===== src/rtl/flappy_pkg.sv =====
// ============================================================================
// Module      : flappy_pkg
// Description : Shared FSM encodings, gap-height table, LFSR seed/taps and
//               spawn X position for the pipe obstacle logic.
// Revision    : 1.0 - initial release
// ============================================================================
`default_nettype none

package flappy_pkg;

    localparam logic [1:0] c_ST_IDLE = 2'd0;
    localparam logic [1:0] c_ST_RUN  = 2'd1;
    localparam logic [1:0] c_ST_LOST = 2'd2;

    localparam logic [7:0] c_LFSR_SEED = 8'hA5;
    // Taps 8,6,5,4 (1-based) map to bits 7,5,4,3.
    localparam logic [7:0] c_LFSR_TAPS = 8'b1011_1000;

    localparam logic [9:0] c_X_SPAWN = 10'd1000;

    // Entry 0 is the rightmost element of the concatenation.
    localparam logic [7:0][9:0] c_PIPE_HEIGHTS = {
        10'd200, 10'd230, 10'd190, 10'd170,
        10'd250, 10'd210, 10'd100, 10'd300
    };

    function automatic logic [7:0] lfsr_next(input logic [7:0] s);
        return {s[6:0], ^(s & c_LFSR_TAPS)};
    endfunction

endpackage

`default_nettype wire


===== src/rtl/pipe_slot_arbiter.sv =====
// ============================================================================
// Module      : pipe_slot_arbiter
// Description : Combinational round-robin arbiter; grants the first requesting
//               slot at or after the pointer, wrapping around.
// Revision    : 1.0 - initial release
// ============================================================================
`default_nettype none

module pipe_slot_arbiter #(
    parameter int NUM_PIPES = 2,
    parameter int PTR_W     = 1
) (
    input  logic [NUM_PIPES-1:0] i_req,
    input  logic [PTR_W-1:0]     i_ptr,
    output logic [NUM_PIPES-1:0] o_grant,
    output logic [PTR_W-1:0]     o_grant_idx,
    output logic                 o_any
);

    // Outer loop walks priority order from the pointer; inner loop keeps
    // every bit select constant.
    always_comb begin
        o_grant     = '0;
        o_grant_idx = '0;
        o_any       = 1'b0;
        for (int k = 0; k < NUM_PIPES; k++) begin
            for (int s = 0; s < NUM_PIPES; s++) begin
                if (!o_any && i_req[s] && (((int'(i_ptr) + k) % NUM_PIPES) == s)) begin
                    o_any       = 1'b1;
                    o_grant[s]  = 1'b1;
                    o_grant_idx = PTR_W'(s);
                end
            end
        end
    end

endmodule

`default_nettype wire


===== src/rtl/pipe_scheduler.sv =====
// ============================================================================
// Module      : pipe_scheduler
// Description : Pipe game sequencer: move tick, spawn cadence, gap height and
//               round-robin slot assignment. Optional tick speed-up enabled by
//               defining PIPE_SCHED_SPEEDUP_EN.
// Revision    : 1.0 - initial release
// ============================================================================
`default_nettype none

module pipe_scheduler
    import flappy_pkg::*;
#(
    parameter int NUM_PIPES = 2,
    parameter int TICK_DIV  = 500000,
    parameter int SPAWN_GAP = 500,
    parameter int TICK_MIN  = 200000,
    parameter int TICK_STEP = 25000
) (
    input  logic                 Clk,
    input  logic                 Reset,
    input  logic                 Start,
    input  logic                 Lost,
    input  logic [NUM_PIPES-1:0] PipeFree,
    output logic                 MoveTick,
    output logic [NUM_PIPES-1:0] Spawn,
    output logic [9:0]           SpawnY,
    output logic                 Running,
    output logic [7:0]           SpawnCnt
);

    localparam int                 c_PTR_W      = (NUM_PIPES > 2) ? 2 : 1;
    localparam logic [19:0]        c_TICK_DIV   = 20'(TICK_DIV);
    localparam logic [9:0]         c_GAP_RELOAD = 10'(SPAWN_GAP - 1);
    localparam logic [c_PTR_W-1:0] c_LAST_SLOT  = c_PTR_W'(NUM_PIPES - 1);

    logic [1:0]           r_state;
    logic [19:0]          r_tick_cnt;
    logic [9:0]           r_gap_cnt;
    logic                 r_pending;
    logic [7:0]           r_lfsr;
    logic [c_PTR_W-1:0]   r_rr_ptr;
    logic                 r_move_tick;
    logic [NUM_PIPES-1:0] r_spawn;
    logic [9:0]           r_spawn_y;
    logic                 r_running;
    logic [7:0]           r_spawn_cnt;

    logic [NUM_PIPES-1:0] w_grant;
    logic [c_PTR_W-1:0]   w_grant_idx;
    logic                 w_any;
    logic [19:0]          w_tick_div;
    logic                 w_wrap;
    logic                 w_gap_fire;
    logic                 w_grant_ok;

    pipe_slot_arbiter #(
        .NUM_PIPES (NUM_PIPES),
        .PTR_W     (c_PTR_W)
    ) u_arbiter (
        .i_req       (PipeFree),
        .i_ptr       (r_rr_ptr),
        .o_grant     (w_grant),
        .o_grant_idx (w_grant_idx),
        .o_any       (w_any)
    );

    // The gap counter acts on the same edge that raises MoveTick, so the
    // first spawn lands one cycle after the first MoveTick.
    assign w_wrap     = (r_tick_cnt == w_tick_div - 20'd1);
    assign w_gap_fire = w_wrap && (r_gap_cnt == 10'd0);
    assign w_grant_ok = r_pending && w_any;

`ifdef PIPE_SCHED_SPEEDUP_EN
    localparam logic [19:0] c_TICK_MIN  = 20'(TICK_MIN);
    localparam logic [19:0] c_TICK_STEP = 20'(TICK_STEP);

    logic [19:0] r_tick_div;
    logic [19:0] r_div_tgt;

    assign w_tick_div = r_tick_div;

    // r_div_tgt tracks the speed-up; r_tick_div only adopts it at a wrap.
    always_ff @(posedge Clk or posedge Reset) begin
        if (Reset) begin
            r_tick_div <= c_TICK_DIV;
            r_div_tgt  <= c_TICK_DIV;
        end else if (r_state == c_ST_IDLE && Start && !Lost) begin
            r_tick_div <= c_TICK_DIV;
            r_div_tgt  <= c_TICK_DIV;
        end else if (r_state == c_ST_RUN && !Lost) begin
            if (w_wrap)
                r_tick_div <= r_div_tgt;
            if (w_grant_ok && r_spawn_cnt != 8'hFF && r_spawn_cnt[2:0] == 3'd7)
                r_div_tgt <= (r_div_tgt >= c_TICK_MIN + c_TICK_STEP) ?
                             r_div_tgt - c_TICK_STEP : c_TICK_MIN;
        end
    end
`else
    logic [31:0] w_unused_cfg;

    assign w_tick_div   = c_TICK_DIV;
    assign w_unused_cfg = 32'(TICK_MIN) ^ 32'(TICK_STEP);
`endif

    always_ff @(posedge Clk or posedge Reset) begin
        if (Reset) begin
            r_state     <= c_ST_IDLE;
            r_tick_cnt  <= '0;
            r_gap_cnt   <= '0;
            r_pending   <= 1'b0;
            r_lfsr      <= c_LFSR_SEED;
            r_rr_ptr    <= '0;
            r_move_tick <= 1'b0;
            r_spawn     <= '0;
            r_spawn_y   <= '0;
            r_running   <= 1'b0;
            r_spawn_cnt <= '0;
        end else begin
            r_lfsr      <= lfsr_next(r_lfsr);
            r_move_tick <= 1'b0;
            r_spawn     <= '0;
            case (r_state)
                c_ST_IDLE: begin
                    if (Start && !Lost) begin
                        r_state     <= c_ST_RUN;
                        r_running   <= 1'b1;
                        r_tick_cnt  <= '0;
                        r_gap_cnt   <= '0;
                        r_pending   <= 1'b0;
                        r_spawn_cnt <= '0;
                    end
                end
                c_ST_RUN: begin
                    if (Lost) begin
                        r_state   <= c_ST_LOST;
                        r_running <= 1'b0;
                        r_pending <= 1'b0;
                    end else begin
                        r_tick_cnt  <= w_wrap ? 20'd0 : r_tick_cnt + 20'd1;
                        r_move_tick <= w_wrap;
                        if (w_wrap)
                            r_gap_cnt <= (r_gap_cnt == 10'd0) ? c_GAP_RELOAD : r_gap_cnt - 10'd1;
                        if (w_grant_ok) begin
                            r_spawn   <= w_grant;
                            r_spawn_y <= c_PIPE_HEIGHTS[r_lfsr[2:0]];
                            r_rr_ptr  <= (w_grant_idx == c_LAST_SLOT) ? '0 : w_grant_idx + 1'b1;
                            if (r_spawn_cnt != 8'hFF)
                                r_spawn_cnt <= r_spawn_cnt + 8'd1;
                        end
                        // A fresh request wins over clearing the one just granted.
                        if (w_gap_fire)
                            r_pending <= 1'b1;
                        else if (w_grant_ok)
                            r_pending <= 1'b0;
                    end
                end
                c_ST_LOST: begin
                    if (!Start)
                        r_state <= c_ST_IDLE;
                end
                default: begin
                    r_state   <= c_ST_IDLE;
                    r_running <= 1'b0;
                end
            endcase
        end
    end

    assign MoveTick = r_move_tick;
    assign Spawn    = r_spawn;
    assign SpawnY   = r_spawn_y;
    assign Running  = r_running;
    assign SpawnCnt = r_spawn_cnt;

endmodule

`default_nettype wire

===== config.mk =====
export PLATFORM = sky130hd
export DESIGN_NAME = pipe_scheduler
export DESIGN_NICKNAME = d
export VERILOG_FILES = /design/src/rtl/flappy_pkg.sv /design/src/rtl/pipe_slot_arbiter.sv /design/src/rtl/pipe_scheduler.sv
export SDC_FILE = /design/constraint.sdc
export NUM_CORES = 1
export LEC_CHECK = 0
export BUFFER_PORTS_ARGS = -buffer_cell sky130_fd_sc_hd__buf_2
export CAP_MARGIN = 20
export CORE_ASPECT_RATIO = 0.7
export CORE_MARGIN = 1
export CORE_UTILIZATION = 63
export DETAILED_ROUTE_END_ITERATION = 10
export PLACE_DENSITY = 0.84
export SYNTH_ARGS = -nofsm -noshare
export SYNTH_HDL_FRONTEND = slang
export SYNTH_SLANG_ARGS = --single-unit

===== constraint.sdc =====
create_clock -name Clk -period 4.5 [get_ports Clk]
set_input_delay 0.225 -clock Clk [delete_from_list [all_inputs] [get_ports Clk]]
set_output_delay 0.225 -clock Clk [all_outputs]
set_load 0.01 [all_outputs]

Yosys cells after proc, flatten, opt, wreduce, memory -nomap -nowiden
Memory sizes are Yosys's and may differ from the RTL's. A register that Yosys moved wholly into a read port is not among the register bits.
Index checks and enable logic that the tools add are counted.
{"block": "totals", "register_bits": 54, "latchBits": 0, "ram_bits": 0, "romBits": 80, "inputBits": 6, "output_inout_bits": 22, "n_memories": 1}
{"memory": "(name not given)", "words": 8, "width": 10, "rd": 1, "rd_ports_with_merged_regs": 1, "wr": 0, "line": "pipe_scheduler.sv:145", "source": "r_spawn_y <= c_PIPE_HEIGHTS[r_lfsr[2:0]];"}
{"block": "op_classes", "add_sub_neg": 5, "n_mul": 0, "div_mod_pow": 0, "n_lt_le_gt_ge": 0, "eq_ne": 13, "n_shift": 0, "mux": 41, "bitwise": 3, "n_reduce_logical": 27}
{"operator": "32-bit zero test", "n": 2}
{"operator": "20-bit two-way mux", "n": 3}
{"operator": "10-bit two-way mux", "n": 4}
{"operator": "20-bit one-hot mux with 2 select lines", "n": 1}
{"operator": "8-bit two-way mux", "n": 4}
{"operator": "20-bit by 1-bit adder with 20-bit output (second input constant)", "n": 1}
{"operator": "20-bit by 19-bit equality test with 1-bit output (second input constant)", "n": 1}
{"operator": "10-bit one-hot mux with 2 select lines", "n": 1}
{"operator": "1-bit two-way mux", "n": 18}
{"operator": "8-bit one-hot mux with 2 select lines", "n": 1}
{"operator": "3-bit AND reduction", "n": 5}
{"operator": "2-bit inequality test (second input constant)", "n": 7}
{"operator": "2-bit two-way mux", "n": 6}
{"operator": "1-bit logical AND", "n": 10}
{"operator": "10-bit zero test", "n": 1}
{"operator": "10-bit by 1-bit subtractor with 10-bit output (second input constant)", "n": 1}
{"operator": "8-bit by 1-bit adder with 8-bit output (second input constant)", "n": 1}
{"operator": "8-bit inequality test (second input constant)", "n": 1}
{"operator": "8-bit parity", "n": 1}
{"operator": "2-bit one-hot mux with 3 select lines", "n": 1}
{"operator": "5-bit AND reduction", "n": 1}
{"operator": "2-bit equality test (second input constant)", "n": 2}
{"operator": "1-bit zero test", "n": 4}
{"operator": "4-bit inequality test (second input constant)", "n": 1}
{"operator": "other kinds (9)", "n": 11}

Longest topological paths before layout
{"block": "logic_depth", "depth_word": 20, "mapped_depth": 7}

Cells and area by module
A second synthesis with hierarchy kept.
{"block": "hier_totals", "cells_unflattened": 335, "hier_area_um2": 3196.8}
{"module": "pipe_scheduler", "n_inst": 1, "cells_each": 330, "area_each_um2": 3164.3, "seq_area_each_um2": 1556.5}
{"module": "pipe_slot_arbiter", "n_inst": 1, "cells_each": 5, "area_each_um2": 32.5, "seq_area_each_um2": 0.0}

Worst setup path after synthesis
No wires, ideal clock.
{"block": "synth_timing", "path_type": "reg-to-reg", "start": "register r_gap_cnt[2]", "end": "register r_gap_cnt[9]", "arrival_ps": 2143, "t_required_ps": 4417, "slack_ps": 2275, "path_stages_with_launch": 6, "path_buffers": 0, "path_cell_list": "dfrtp_1 -> or4_4 -> or3_4 -> or4_1 -> or4_1 -> o21ai_0"}
{"block": "synth_between", "elab_chain_cells": 5, "elab_cells_between_ends": 6}
{"item": "from (decl)", "line": "pipe_scheduler.sv:38", "source": "logic [9:0] r_gap_cnt;"}
{"item": "from (signal assigned)", "line": "pipe_scheduler.sv:142", "source": "r_gap_cnt <= (r_gap_cnt == 10'd0) ? c_GAP_RELOAD : r_gap_cnt - 10'd1;"}
{"item": "10-bit by 1-bit subtractor with 10-bit output or 10-bit zero test (tied branches)", "line": "pipe_scheduler.sv:142"}
{"item": "10-bit two-way mux (*)", "line": "pipe_scheduler.sv:142"}
{"item": "10-bit two-way mux (*)", "line": "pipe_scheduler.sv:141", "source": "if (w_wrap)"}
{"item": "10-bit two-way mux (*)", "line": "pipe_scheduler.sv:134", "source": "if (Lost) begin"}
{"item": "10-bit one-hot mux with 2 select lines (*)", "line": "pipe_scheduler.sv:122", "source": "case (r_state)"}
Mark *: on every way between the ends. The rest lies on a longest branch, timed or not. The select of a mux whose other input is x is not followed.
A chain may end at the register's enable or synchronous reset.

Worst setup path in the final report
{"block": "layout_timing", "start": "register r_tick_cnt[5]", "end": "register r_gap_cnt[9]"}
{"block": "layout_between", "elab_chain_cells": 3}
{"item": "from (decl)", "line": "pipe_scheduler.sv:37", "source": "logic [19:0] r_tick_cnt;"}
{"item": "from (signal assigned)", "line": "pipe_scheduler.sv:139", "source": "r_tick_cnt <= w_wrap ? 20'd0 : r_tick_cnt + 20'd1;"}
{"item": "20-bit by 19-bit equality test with 1-bit output", "line": "pipe_scheduler.sv:69", "source": "assign w_wrap = (r_tick_cnt == w_tick_div - 20'd1);"}
{"item": "2-bit inequality test (no line)"}
{"item": "4-bit AND reduction (no line)"}
Every way passes these cells.

==> qor.yml <==
start_util_pct: 68.5
grt.overflow.total: 0
clockRootBuffer: "clkbuf_8"
power.total_mw: 1.40
grt_pass1_vias: 2308
clk_pin_slew_ps: 70
period_needed_ps: 2740
ys_ff_latch: 62
layout_commonest_cell: "dfrtp_1"
syn_area_mm2: 0.00308
cts_buffers: 9
timing.setup.tns_ps: 0
pin_count: 28
clock_latency_ps: 340
whs_ps: 98.6
synthFlopType: "dfrtp_1"
clk_path_buf_depth: 2
worstMarginPinSlew_ps: 1140
nNetsFinal: 357
yosysWarnings: 0
grt_max_degree: 63
path_max_fanout: 7
setup_viol: 0
irDropWorstVdd_uv: 320
antenna_found_initial: 0
synth_edf_count: 0
synth_top_family_by_area: "simple AND/OR/NAND/NOR gates"
core-area_mm2: 0.00450
syn_to_final_growth_pct: 11.6
path_class: "register to register"
critPathLaunchType: "register"
fmax_mhz: 364
cts_setup_buffers: 0
design_area_mm2: 0.00344
critPathArrivalTime_ps: 3000
track_usage_pct: 28.9
final_cell_mix: "58 x dfrtp_1, 40 x nor2_1, 25 x buf_2"
crit_required_ps: 4760
post_cts_resized: 0
viasPerCell: 6.17
fill_cells: 311
die_h_um: 60.5
slew_headroom_pct: 23.7
synth_xor_area_share_pct: 6.25
synth_compound_area_share_pct: 11.1
yosys.area_share.adder_pct: 3.25
place_congestion: 0.830
netlist_instances: 318
remaining_drc_errors: 0
cts_sinks: 62
min_path_type: "input port to async pin"
antennaDiodeCount: 0
r2r_setup_slack_ps: 1760
synth_mux_area_share_pct: 3.16
dpl_cell_area_mm2: 0.00323
synth.distinct_cells: 53
layout-drive-gt1-share_pct: 17.0
hold_buffers: 0
cts_tree: "done"
power_density_mw_per_mm2: 407
avgRoutedWirePerCell_um: 16.8
die_x_um: 85.6
status: "completed"
std_cell_rows: 20
ys_async_sr_fraction_pct: 100
vias: 2486
initialDrtViolationCount: 160
endpoint_kind: "register"
rsz0062_at_grt: "false"
worst_clock_skew_ps: 9.70
seq_area_frac_synth_pct: 50.5
fin_crit_sh_pct: 61.0
antenna_left: 0
hold_viol_final: 0
dp_hpwl_um: 4470
drv_cap: 0
synth-simple-area-share_pct: 21.9
h-tree-depth: 3
finalMaxSlewViolations: 0
p_leak_nw: 1.65
synth_area_per_cell_um2: 9.70
grt_first_pass_wirelength_um: 11200
dieArea_mm2: 0.00518
drt-total-wl_um: 6760
io_buffers: 25
drt_first_pass_iters: 5
[layer usage]
layer	vias up	wire length, µm	GRT usage (%)
li1	1181	-	-
met1	1200	3150	40.1
met2	94	3170	45.8
met3	11	357	5.99
met4	0	76	11.4
met5	-	0	0
[metrics by stage]
step | std cells | util [%] | worst slack, ps
after floorplan | 319 | - | 2270
after global placement | 387 | 71.7 | 2130
after detailed placement | 387 | 71.7 | 2010
after CTS | 403 | 76.4 | 1890
after global routing | 403 | 76.4 | 1690
final | 403 | 76.4 | 1760
[registers in the layout, summed over array words and instances (netlist names)]
register,count
r_lfsr,8
Running,1
r_pending,1
SpawnY,8
r_state,2
Spawn,2
r_tick_cnt,20
SpawnCnt,8
MoveTick,1
r_rr_ptr,1
r_gap_cnt,10
[worst max-delay path, cell delays in order (launching register included)]
cell,delay (ps)
dfrtp_1,420
or2_2,310
nor4_1,720
nand4_1,520
or4_1,600
o21ai_0,90
[cell usage after synthesis, types with 2 or more instances]
cell type,instances,share of area [%]
or3_1,2,0.41
xor2_1,14,4.0
a21o_1,2,0.49
nand3_1,11,1.8
mux2_2,6,2.2
nor4_1,5,1.0
o21ai_0,23,3.7
clkbuf_1,8,0.97
nor3_1,8,1.3
a21oi_1,18,2.9
nand2b_1,2,0.41
nand2_1,19,2.3
nor2_1,40,4.9
buf_4,2,0.49
dfstp_2,4,3.4
dfrtp_1,58,47
a31oi_1,2,0.41
nor2b_1,4,0.81
o311ai_0,2,0.57
or2_2,2,0.41
nand4_1,15,3.0
inv_1,12,1.5
mux2i_1,3,0.97
ha_1,8,3.2
and3_1,7,1.4
buf_1,2,0.24
or4_1,2,0.49
and2_1,3,0.61
xnor2_1,8,2.3
o31ai_1,3,0.73
[cell families after synthesis]
kind of cell             after synthesis
AO/OA/AOI/OAI                         59
AND/OR/NAND/NOR                      130
other                                  1
XOR/XNOR                              22
multiplexers                           9
buffers and inverters                 27
flip-flops                            62
adder cells (fa/ha/maj)                8
[report_power, final]
part	switching, mW	total (mW)	internal [mW]
clock	0.212	0.537	0.326
sequential	0.0426	0.632	0.590
combinational	0.146	0.230	0.0843
[area by class of cell]
cell class	instances	area, µm²	share of cell area, %
Sequential cell	62	1560	45.2
Multi-Input combinational cell	230	1410	41.1
Clock buffer	12	145	4.22
Timing Repair Buffer	27	140	4.07
Clock inverter	4	70.1	2.03
Tap cell	55	68.8	2.00
Inverter	13	48.8	1.42
[path summary, 6_finish.rpt]
path                               startpoint        endpoint  depth (start not counted)
worst max-delay path            r_tick_cnt[5]    r_gap_cnt[9]                          5
worst min-delay path                    Reset     SpawnCnt[6]                          3
worst max register to register  r_tick_cnt[5]    r_gap_cnt[9]                          5
worst min register to register      r_lfsr[6]       r_lfsr[7]                          0
max in group asynchronous               Reset  r_tick_cnt[12]                          3
min in group Clk                  PipeFree[0]        Spawn[0]                          2
Note: power is estimated with default switching activity, not from simulation.
